--- src/rtl/pc_fetch_if.sv ---
// Instruction-memory request/grant/response bundle between the fetch sequencer (master) and imem (slave).
interface pc_fetch_if;
  logic        IMEM_REQ;
  logic [31:0] IMEM_ADDR;
  logic        IMEM_GNT;
  logic        IMEM_RVALID;
  logic [31:0] IMEM_RDATA;

  modport master (
    output IMEM_REQ,
    output IMEM_ADDR,
    input  IMEM_GNT,
    input  IMEM_RVALID,
    input  IMEM_RDATA
  );

  modport slave (
    input  IMEM_REQ,
    input  IMEM_ADDR,
    output IMEM_GNT,
    output IMEM_RVALID,
    output IMEM_RDATA
  );
endinterface

--- src/rtl/pc_fetch.sv ---
// OTTER PC register + fetch sequencer: 3 cycles reset-to-IR_VALID with zero-wait imem, stalls on GNT/RVALID, holds in READY until PC_WRITE.
// PC_FETCH_MISALIGN_TRAP_EN: misaligned PC_DIN traps to a sticky HALT (MISALIGN_ERR) instead of clearing the low bits.
module pc_fetch #(
  parameter logic [31:0] RESET_VECTOR = 32'h0000_0000
) (
  input  logic        CLK,
  input  logic        RST,
  input  logic        PC_WRITE,
  input  logic [31:0] PC_DIN,
  pc_fetch_if.master  imem,
  output logic [31:0] PC,
  output logic [31:0] PC_four,
  output logic [31:0] IR,
  output logic        IR_VALID,
`ifdef PC_FETCH_MISALIGN_TRAP_EN
  output logic        MISALIGN_ERR,
`endif
  output logic        FETCH_BUSY
);

`ifdef PC_FETCH_MISALIGN_TRAP_EN
  typedef enum logic [2:0] {S_IDLE, S_REQ, S_WAIT, S_READY, S_HALT} state_t;
`else
  typedef enum logic [1:0] {S_IDLE, S_REQ, S_WAIT, S_READY} state_t;
`endif

  localparam logic [31:0] NOP = 32'h0000_0013;

  state_t      r_state;
  logic [31:0] r_pc;
  logic [31:0] r_ir;
  logic        r_ir_valid;
  logic [31:0] w_pc_aligned;
`ifdef PC_FETCH_MISALIGN_TRAP_EN
  logic        r_misalign;
  logic        w_misaligned;

  assign w_misaligned = (PC_DIN[1:0] != 2'b00);
`endif

  assign w_pc_aligned = PC_DIN & 32'hFFFF_FFFC;

  always_ff @(posedge CLK or posedge RST) begin
    if (RST) begin
      r_state    <= S_IDLE;
      r_pc       <= RESET_VECTOR;
      r_ir       <= NOP;
      r_ir_valid <= 1'b0;
`ifdef PC_FETCH_MISALIGN_TRAP_EN
      r_misalign <= 1'b0;
`endif
    end else begin
      case (r_state)
        S_IDLE: r_state <= S_REQ;
        S_REQ: begin
          if (imem.IMEM_GNT) r_state <= S_WAIT;
        end
        S_WAIT: begin
          if (imem.IMEM_RVALID) begin
            r_ir       <= imem.IMEM_RDATA;
            r_ir_valid <= 1'b1;
            r_state    <= S_READY;
          end
        end
        S_READY: begin
          if (PC_WRITE) begin
            r_ir_valid <= 1'b0;
`ifdef PC_FETCH_MISALIGN_TRAP_EN
            if (w_misaligned) begin
              r_misalign <= 1'b1;
              r_state    <= S_HALT;
            end else begin
              r_pc    <= w_pc_aligned;
              r_state <= S_REQ;
            end
`else
            r_pc    <= w_pc_aligned;
            r_state <= S_REQ;
`endif
          end
        end
`ifdef PC_FETCH_MISALIGN_TRAP_EN
        // Only RST leaves HALT.
        S_HALT: r_state <= S_HALT;
`endif
        default: r_state <= S_IDLE;
      endcase
    end
  end

  assign imem.IMEM_REQ  = (r_state == S_REQ);
  assign imem.IMEM_ADDR = r_pc;
  assign PC             = r_pc;
  assign PC_four        = r_pc + 32'd4;
  assign IR             = r_ir;
  assign IR_VALID       = r_ir_valid;
  assign FETCH_BUSY     = (r_state == S_IDLE) || (r_state == S_REQ) || (r_state == S_WAIT);
`ifdef PC_FETCH_MISALIGN_TRAP_EN
  assign MISALIGN_ERR   = r_misalign;
`endif

endmodule

--- src/flat_wrapper.sv ---
// flat-port wrapper written by rule: the top's interface ports become plain ports
module pc_fetch_flat 
#(
  parameter logic [31:0] RESET_VECTOR = 32'h0000_0000
)
  (CLK, RST, PC_WRITE, PC_DIN, PC, PC_four, IR, IR_VALID, FETCH_BUSY, imem_IMEM_REQ, imem_IMEM_ADDR, imem_IMEM_GNT, imem_IMEM_RVALID, imem_IMEM_RDATA);
  pc_fetch_if imem_i ();
  input  logic CLK;
  input  logic RST;
  input  logic PC_WRITE;
  input  logic [31:0] PC_DIN;
  output logic [31:0] PC;
  output logic [31:0] PC_four;
  output logic [31:0] IR;
  output logic IR_VALID;
  output logic FETCH_BUSY;
  output wire logic [$bits(imem_i.IMEM_REQ)-1:0] imem_IMEM_REQ;
  output wire logic [$bits(imem_i.IMEM_ADDR)-1:0] imem_IMEM_ADDR;
  input wire logic [$bits(imem_i.IMEM_GNT)-1:0] imem_IMEM_GNT;
  input wire logic [$bits(imem_i.IMEM_RVALID)-1:0] imem_IMEM_RVALID;
  input wire logic [$bits(imem_i.IMEM_RDATA)-1:0] imem_IMEM_RDATA;
  assign imem_IMEM_REQ = imem_i.IMEM_REQ;
  assign imem_IMEM_ADDR = imem_i.IMEM_ADDR;
  assign imem_i.IMEM_GNT = imem_IMEM_GNT;
  assign imem_i.IMEM_RVALID = imem_IMEM_RVALID;
  assign imem_i.IMEM_RDATA = imem_IMEM_RDATA;
  pc_fetch #(.RESET_VECTOR(RESET_VECTOR)) u_core (.CLK(CLK), .RST(RST), .PC_WRITE(PC_WRITE), .PC_DIN(PC_DIN), .imem(imem_i), .PC(PC), .PC_four(PC_four), .IR(IR), .IR_VALID(IR_VALID), .FETCH_BUSY(FETCH_BUSY));
endmodule
--- config.mk ---
export PLATFORM = sky130hd
export DESIGN_NAME = pc_fetch_flat
export DESIGN_NICKNAME = d
export VERILOG_FILES = /design/src/rtl/pc_fetch_if.sv /design/src/rtl/pc_fetch.sv /design/src/flat_wrapper.sv
export SDC_FILE = /design/constraint.sdc
export NUM_CORES = 1
export LEC_CHECK = 0
export CAP_MARGIN = 40
export CORE_MARGIN = 3
export CORE_UTILIZATION = 40
export CTS_CLUSTER_SIZE = 25
export DETAILED_ROUTE_END_ITERATION = 7
export PLACE_DENSITY = 0.85
export SLEW_MARGIN = 20
export SYNTH_ARGS = -nofsm -noshare
export SYNTH_HDL_FRONTEND = slang
export SYNTH_SLANG_ARGS = --single-unit
--- constraint.sdc ---
create_clock -name CLK -period 3.4 [get_ports CLK]
set_input_delay 0.68 -clock CLK [delete_from_list [all_inputs] [get_ports CLK]]
set_output_delay 0.68 -clock CLK [all_outputs]
set_load 0.01 [all_outputs]
==> run summary, run 1 <==
Status -> finished clean
Largest net degree at the start of global routing -> 38
DRT Pass-1 Iters -> 6
Post-Synth Simple-Gate Area -> 9.87%
Clock root cell -> clkbuf_8
Initial core utilization -> 42.2%
Antenna Cells -> 0
Initial antenna violation count -> 0
First-pass GRT wire length -> 14300 um
Period utilisation layout -> 96.3%
P_leak -> 2.23 nW
Largest family of logic cells by synthesized area -> multiplexers
Adder-Cell Fraction of Synth Area -> 1.50%
Worst Tran Pin Value -> 0.646 ns
Post-DRT Antenna Nets -> 0
Finish-stage setup viols -> 0
Total grt overflow -> 0
Worst Setup EP -> PC_four[24]
Worst hold-check path type -> reg -> reg
Reg2reg path depth -> 5
# nets final -> 522
Num CTS Buffers -> 9
Initial drt markers -> 46
Area Growth Syn to Fin -> 60.8%
IO Pins -> 200
Endpoint type of the worst setup path -> output port
Worst setup startpoint -> u_core.PC[2]
Core area -> 7930 sq um
Worst vdd ir -> 0.492 mV
CTS Buffer Depth -> 2
Worst path required time -> 2.72 ns
Avg Inst Size Synth -> 12.1 sq um
IO buf count -> 191
Final slew viol count -> 0
Mapped Cells -> 276
Final wirelength -> 9180 um
DIE WIDTH -> 97.5 um
Total power -> 0.00523 W
Cell Area, Placed -> 5170 sq um
Fin crit period -> 3.27 ns
Site Rows -> 32
Die footprint -> 9500 sq um
Max frequency -> 305 MHz
Non-filler instance count after layout -> 556
CTS clk-pin slew, worst paths -> 0.06 ns
EDFF count, synth -> 0
Max_slew headroom -> 56.9%
Post-DP HPWL -> 6870 um
Cell Pwr Density -> 972 nW/um^2
Arrival @ worst endpoint -> 2.59 ns
Endpoints failing hold -> 0
TritonCTS clock tree -> built
R2r endpoint -> u_core.IR[24]
Critical Path Source Type -> flip-flop
Synth top area cells -> dfrtp_1 46%, mux2_2 21%, buf_4 8.1%
Max-cap violation count -> 0
# DRC -> 0
Commonest non-fill, non-tap cell in the layout -> clkdlybuf4s50_1
Sequential share of the synthesized area -> 48.7%
Most frequent cells in the layout -> 189 x clkdlybuf4s50_1, 62 x mux2_2, 60 x dfrtp_1, 17 x xnor2_1, 12 x nand3_1
Final Util -> 67.9%
Clock Skew -> 0.0120 ns
Vias in the first global route -> 2821
Gr usage total -> 18.6%
Yosys top cell by area -> dfrtp_1
Yosys warns -> 0
Post-synth top flop -> dfrtp_1
Mux contribution to synthesized area -> 21.2%
Vias per cell -> 4.87
Share of the synthesized area in the top cell type -> 46.4%
Synthesized area -> 3350 sq um
FF+latch count, synth -> 65
Worst skew pair latency -> 0.34 ns
Hold slack -> 0.502 ns
Synth Area in Compound Gates -> 0.897%
Finished Cell Area -> 5380 sq um
Worst reg-to-reg setup slack -> 1.69 ns
CTS H-tree lvls -> 3
Worst-path maximum fanout -> 8
Setup CP Type -> reg -> out
Via count -> 2707
CTS sink cnt -> 65
Share of cells above drive strength 1 -> 22.5%
Netlist cell types -> 29
Die Y -> 97.5 um
Reg-to-reg startpoint -> u_core.r_state[0]
Drt wl/cell -> 16.5 um
DP Cell Count -> 539
Post-Synth XOR/XNOR Area -> 7.33%
GP Congestion -> 0.821
FFs w/ async S/R, synth -> 100%
flip-flops by register name, indices dropped and copies added, names as in the netlist:
register,cells
u_core.r_state,2
u_core.IR_VALID,1
u_core.PC,30
u_core.IR,32
how the worst min path moves through the flow:
stage	depth (start not counted)	from	slack (ns)	endpoint
final	1	u_core.IR[19]	0.50	u_core.IR[19]
after detailed placement	1	u_core.IR[9]	0.49	u_core.IR[9]
after global routing	1	u_core.IR[19]	0.51	u_core.IR[19]
after floorplan	2	u_core.IR_VALID	0.53	u_core.IR_VALID
after CTS	1	u_core.IR[19]	0.51	u_core.IR[19]
after global placement	1	u_core.IR[31]	0.49	u_core.IR[31]
cells in the mapped netlist (2+ instances only):
cell      count
buf_1         3
a21oi_1       2
nor3_1        4
buf_4        36
o21ai_0       4
clkbuf_1      4
dfrtp_1      62
buf_6         2
nand3_1      12
xor2_1       11
and4_1        4
dfstp_2       3
inv_1         8
and3_1        3
nor2_1        6
xnor2_1      17
mux2_2       62
ha_1          4
nand2_1      10
nand4_1      10
critical path, stage by stage (launching register included):
cell             delay [ns]
dfrtp_1                0.36
ha_1                   0.18
and3_4                 0.22
or4b_4                 0.56
nor3b_2                0.21
xor2_1                 0.18
clkdlybuf4s50_1        0.56
through the flow:
stage / setup WS [ns] / TNS (ns)
after floorplan: 0.706 / 0
after global placement: 0.256 / 0
after detailed placement: 0.231 / 0
after CTS: 0.0294 / 0
after global routing: -0.00687 / -0.00687
final: 0.126 / 0
kinds of logic after synthesis:
logic type,count (synthesis)
xor gates and xnor gates,28
DFF,65
adders and majority gates,4
and+or+nand+nor,56
other,1
AOI/OAI and AO/OA,6
buffers and inverters,53
muxes,63
timing repair:
item	CTS	global route
gates resized for setup	2	9
pin swaps	0	1
hold buffers	0	0
setup endpoints to repair	5	5
setup buffers	0	1
routing by layer:
| layer | up-vias | wire [um] | global-route usage [%] |
|---|---|---|---|
| met1 | 1308 | 3390 | 20.3 |
| met2 | 130 | 4790 | 33.9 |
| met4 | 0 | 165 | 4.79 |
| met3 | 14 | 842 | 6.89 |
| li1 | 1255 | - | - |
| met5 | - | 0 | 0 |
power breakdown:
part           switching (W)  leakage [nW]  internal [W]
Combinational        0.00116          1.38       0.00192
Clock               0.000287        0.0899      0.000280
Sequential          0.000409         0.763       0.00119
cell type report:
type	instances	area, sq um
clock buffer	12	145
sequential	65	1630
fill	608	2540
timing repair buffer	202	2010
inverter	8	30.0
tap	102	128
multi-input combinational	163	1420
clock inverter	4	20.0
(Power assumes the default switching activity.)
==> run 2: changes to the inputs <==
CTS_BUF_LIST = sky130_fd_sc_hd__clkbuf_4 sky130_fd_sc_hd__clkbuf_8   (was default)
==> run 2 against run 1 <==
  * Clock skew up 0.0068 ns
  * Sequential power about the same
  * Setup slack worse by 0.0023 ns
  * Clock power up 3%
  * Largest power group unchanged
  * Highest routed layer unchanged
==> run summary, run 2 (synthesized netlist as in run 1, its figures left out) <==
Status -> finished clean
Hold slack -> 0.503 ns
CTS sink cnt -> 65
Die footprint -> 9500 sq um
Worst path required time -> 2.72 ns
Commonest non-fill, non-tap cell in the layout -> clkdlybuf4s50_1
Fill cells -> 609
Finish-stage setup viols -> 0
Final slew viol count -> 0
Clock root cell -> clkbuf_8
DP Worst Slack -> 0.231 ns
Gr usage total -> 18.6%
Total power -> 0.00525 W
Max_slew headroom -> 57.1%
Setup CP Type -> reg -> out
Num CTS Buffers -> 9
Final wirelength -> 9150 um
Initial core utilization -> 42.2%
Initial antenna violation count -> 0
Area Growth Syn to Fin -> 61.0%
Fin crit period -> 3.28 ns
Die Y -> 97.5 um
Worst-path maximum fanout -> 8
DP Cell Count -> 539
Core area -> 7930 sq um
Finished Cell Area -> 5390 sq um
Initial drt markers -> 43
Worst skew pair latency -> 0.34 ns
IO Pins -> 200
CP max stage delay -> 0.67 ns
DIE WIDTH -> 97.5 um
GP Congestion -> 0.821
Clock Skew -> 0.0188 ns
Via count -> 2731
Worst vdd ir -> 0.491 mV
Cells along the critical path -> nand4_1, or4b_4, nor3b_2, xor2_1, clkdlybuf4s50_1
Post-DRT Antenna Nets -> 0
Vias per cell -> 4.91
Final worst-path setup slack -> 0.124 ns
Post-DP HPWL -> 6870 um
TritonCTS clock tree -> built
Met2 WL -> 4820 um
Site Rows -> 32
Period utilisation layout -> 96.4%
IO buf count -> 191
Cell Pwr Density -> 973 nW/um^2
Met3 routed WL -> 832 um
# DRC -> 0
DRT Pass-1 Iters -> 6
Non-filler instance count after layout -> 556
CTS clk-pin slew, worst paths -> 0.06 ns
Arrival @ worst endpoint -> 2.60 ns
Total grt overflow -> 0
WL met1 -> 3360 um
Endpoint type of the worst setup path -> output port
Worst Tran Pin Value -> 0.642 ns
P_leak -> 2.24 nW
Critical Path Source Type -> flip-flop
Cell Area, Placed -> 5170 sq um
Drt wl/cell -> 16.5 um
Highest routed layer -> met4
CP max stage cell -> or4b_4
Worst hold-check path type -> reg -> reg
CTS H-tree lvls -> 3
Largest net degree at the start of global routing -> 38
CTS Buffer Depth -> 2
Most frequent cells in the layout -> 189 x clkdlybuf4s50_1, 62 x mux2_2, 60 x dfrtp_1, 17 x xnor2_1, 12 x nand3_1
First-pass GRT wire length -> 14300 um
Max frequency -> 305 MHz
# nets final -> 522
Max-cap violation count -> 0
Endpoints failing hold -> 0
Flip-flop count of the largest register after layout -> 32
Vias in the first global route -> 2824
Antenna Cells -> 0
Share of cells above drive strength 1 -> 22.9%
-- run 2: metrics by stage --
step | util, % | setup TNS, ns
2_1_floorplan | - | 0
3_3_place_gp | 65.3 | 0
3_5_place_dp | 65.3 | 0
4_1_cts | 67.5 | 0
5_1_grt | 68.0 | -0.00687
6_report | 68.0 | 0
-- run 2: what timing repair did --
action	CTS	global route
hold buffers	0	0
pin swaps	0	1
setup endpoints to repair	5	5
setup buffers	0	1
hold endpoints to repair	0	0
gates resized for setup	2	9
-- run 2: metal layers --
layer	vias to the layer above	track usage, %
met5	-	0
li1	1258	-
met4	0	4.79
met1	1331	20.3
met3	11	6.89
met2	131	34.0
-- run 2: path summary, 6_finish.rpt --
kind	start	endpoint	slack, ns	depth (start not counted)
worst max-delay path	u_core.PC[9]	PC_four[24]	0.12	5
worst min-delay path	u_core.IR[19]	u_core.IR[19]	0.50	1
min in group asynchronous	RST	u_core.IR[9]	0.74	2
max in group asynchronous	RST	u_core.IR[1]	1.95	3
worst min register to register	u_core.IR[19]	u_core.IR[19]	0.50	1
worst max register to register	u_core.r_state[0]	u_core.IR[10]	1.69	5
-- run 2: final cells by class --
class	count	area [sq um]	area share (%)
clock inverter	4	20.0	0.371
clock buffer	12	153	2.83
tap	102	128	2.37
multi-input combinational	163	1420	26.3
sequential	65	1630	30.3
inverter	8	30.0	0.557
timing repair buffer	202	2010	37.3
-- run 2: worst max-delay path: cells and delay by family, from the launching register on --
family / cells / cell delay (ns)
XOR/XNOR: 1 / 0.18
AND/OR/NAND/NOR: 3 / 1.09
flip-flops: 1 / 0.44
buffers and inverters: 1 / 0.56
-- run 2: report_power, final --
part	switching, W	total [W]	internal (W)
combinational	0.00115	0.00307	0.00192
sequential	0.000407	0.00159	0.00119
clock	0.000288	0.000584	0.000296
==> run 3: changes to the inputs <==
CORE_UTILIZATION = 39   (was 40)
PLACE_DENSITY = 0.83   (was 0.85)
clock period = 3.1 ns   (was 3.4 ns; I/O delays follow)
==> run 3 against run 2 <==
  * Combinational power is 9.8% higher
  * Register-to-register slack worse by 0.20 ns
  * Sequential power is 8% higher
  * Core utilization is 1.8 points lower
==> run summary, run 3 (synthesized netlist as in run 1, its figures left out) <==
Hold Path Depth -> 1
Post-DRT Antenna Nets -> 0
R2r endpoint -> u_core.IR[8]
First-pass GRT wire length -> 13800 um
Worst skew pair latency -> 0.33 ns
Worst vdd ir -> 0.416 mV
Core area -> 8260 sq um
Hold_buf cts -> 0
Setup TNS -> 0 ns
Clock Skew -> 0.00921 ns
Cell Area, Placed -> 5220 sq um
Non-filler instance count after layout -> 565
DP Cell Count -> 547
Worst Tran Pin Value -> 0.652 ns
Die Y -> 98.6 um
Worst reg-to-reg setup slack -> 1.49 ns
Initial drt markers -> 44
Most frequent cells in the layout -> 179 x clkdlybuf4s50_1, 62 x mux2_2, 62 x dfrtp_1, 17 x xnor2_1, 16 x buf_4
Drt wl/cell -> 15.6 um
Reg-to-reg startpoint -> u_core.r_state[0]
Arrival @ worst endpoint -> 2.32 ns
Num CTS Buffers -> 9
Min-delay src -> u_core.IR[13]
Share of cells above drive strength 1 -> 23.7%
Period utilisation layout -> 94.9%
CTS Buffer Depth -> 2
IO Pins -> 200
TritonCTS clock tree -> built
DIE WIDTH -> 98.6 um
GP Congestion -> 0.833
P_leak -> 2.32 nW
DRT Pass-1 Iters -> 4
Max frequency -> 340 MHz
Reg2reg path depth -> 5
Initial core utilization -> 40.5%
Final wirelength -> 8830 um
Worst path required time -> 2.48 ns
Cell Pwr Density -> 1080 nW/um^2
Die footprint -> 9730 sq um
Max-cap violation count -> 0
CTS sink cnt -> 65
Initial antenna violation count -> 0
Commonest non-fill, non-tap cell in the layout -> clkdlybuf4s50_1
Site Rows -> 33
Worst setup startpoint -> u_core.PC[2]
Largest net degree at the start of global routing -> 37
Total grt overflow -> 0
Via count -> 2689
Finish-stage setup viols -> 0
Antenna Cells -> 0
Post-DP HPWL -> 6880 um
Fill cells -> 638
# DRC -> 0
Vias in the first global route -> 2755
# nets final -> 528
Area Growth Syn to Fin -> 63.4%
Unrepaired setup endpoints after global routing -> false
Endpoints failing hold -> 0
CTS H-tree lvls -> 3
IO buf count -> 191
Total power -> 0.00589 W
Max_slew headroom -> 56.5%
Critical Path Source Type -> flip-flop
Seq. cell area -> 1630 sq um
Final slew viol count -> 0
Flip-flop count of the largest register after layout -> 32
Clock root cell -> clkbuf_8
Worst-path maximum fanout -> 9
Status -> finished clean
Vias per cell -> 4.76
Worst Setup EP -> PC_four[17]
Final Util -> 66.2%
Multi-input logic area -> 1410 sq um
Fin crit period -> 2.94 ns
Worst hold-check path type -> reg -> reg
CTS clk-pin slew, worst paths -> 0.07 ns
Gr usage total -> 17.8%
Endpoint type of the worst setup path -> output port
Finished Cell Area -> 5470 sq um
Setup CP Type -> reg -> out
## run 3: changes by cell type in the layout (fill, tap and decap cells not counted), moves of 2 or more
cell and delta:
dfrtp_1 +2, clkdlybuf4s50_1 -10, clkbuf_4 -2, clkbuf_2 +3
bufinv_16 +2, dlymetal6s2s_1 +2, dlygate4sd2_1 +5, clkinv_2 -2
buf_4 +6, dfrtp_2 -2
## run 3: cell type report
class                   count  area share, %
flip-flops and latches     65           29.8
well taps                 105           2.40
clock buffers              11           2.77
multi-input cells         163           25.7
inverters                   8          0.549
clock inverters             5           1.42
repair buffers            208           37.3
## run 3: power by group
part	leakage [nW]	internal [W]	total (W)	switching [W]
clock	0.115	0.000494	0.000815	0.000321
sequential	0.765	0.00130	0.00171	0.000409
combinational	1.44	0.00209	0.00337	0.00128
## run 3: layer usage
layer  GRT usage (%)  vias to the layer above  wire, um
met1            19.3                     1279      3320
met2            32.7                      130      4660
met3            5.17                       11       719
met4            6.93                        0       129
li1                -                     1269         -
met5               0                        -         0
## run 3: per-stage QoR
step / hold slack (ns) / worst slack, ns
floorplan: 0.526 / 0.466
CTS: 0.509 / 0.0517
finish: 0.505 / 0.158
detailed placement: 0.494 / 0.122
global placement: 0.486 / 0.191
global route: 0.527 / 0.00248
## run 3: worst min-delay path by stage
stage,endpoint,slack [ns]
after global placement,u_core.IR[26],0.49
after global routing,u_core.IR[31],0.53
after CTS,u_core.IR[18],0.51
after floorplan,u_core.IR_VALID,0.53
after detailed placement,u_core.IR[16],0.49
final,u_core.IR[13],0.50
## run 3: critical path, cell delays in order, from the launching register on
cell and delay, ns:
dfrtp_1 0.35, buf_4 0.15, nand4_1 0.18, nor4_2 0.29, buf_4 0.20, nand3_1 0.10, xnor2_1 0.16, clkdlybuf4s50_1 0.56
## run 3: timing repair
action / CTS / global route
resized for setup: 11 / 11
setup endpoints to repair: 8 / 10
buffers inserted: 1 / 1
gates cloned: 0 / 0
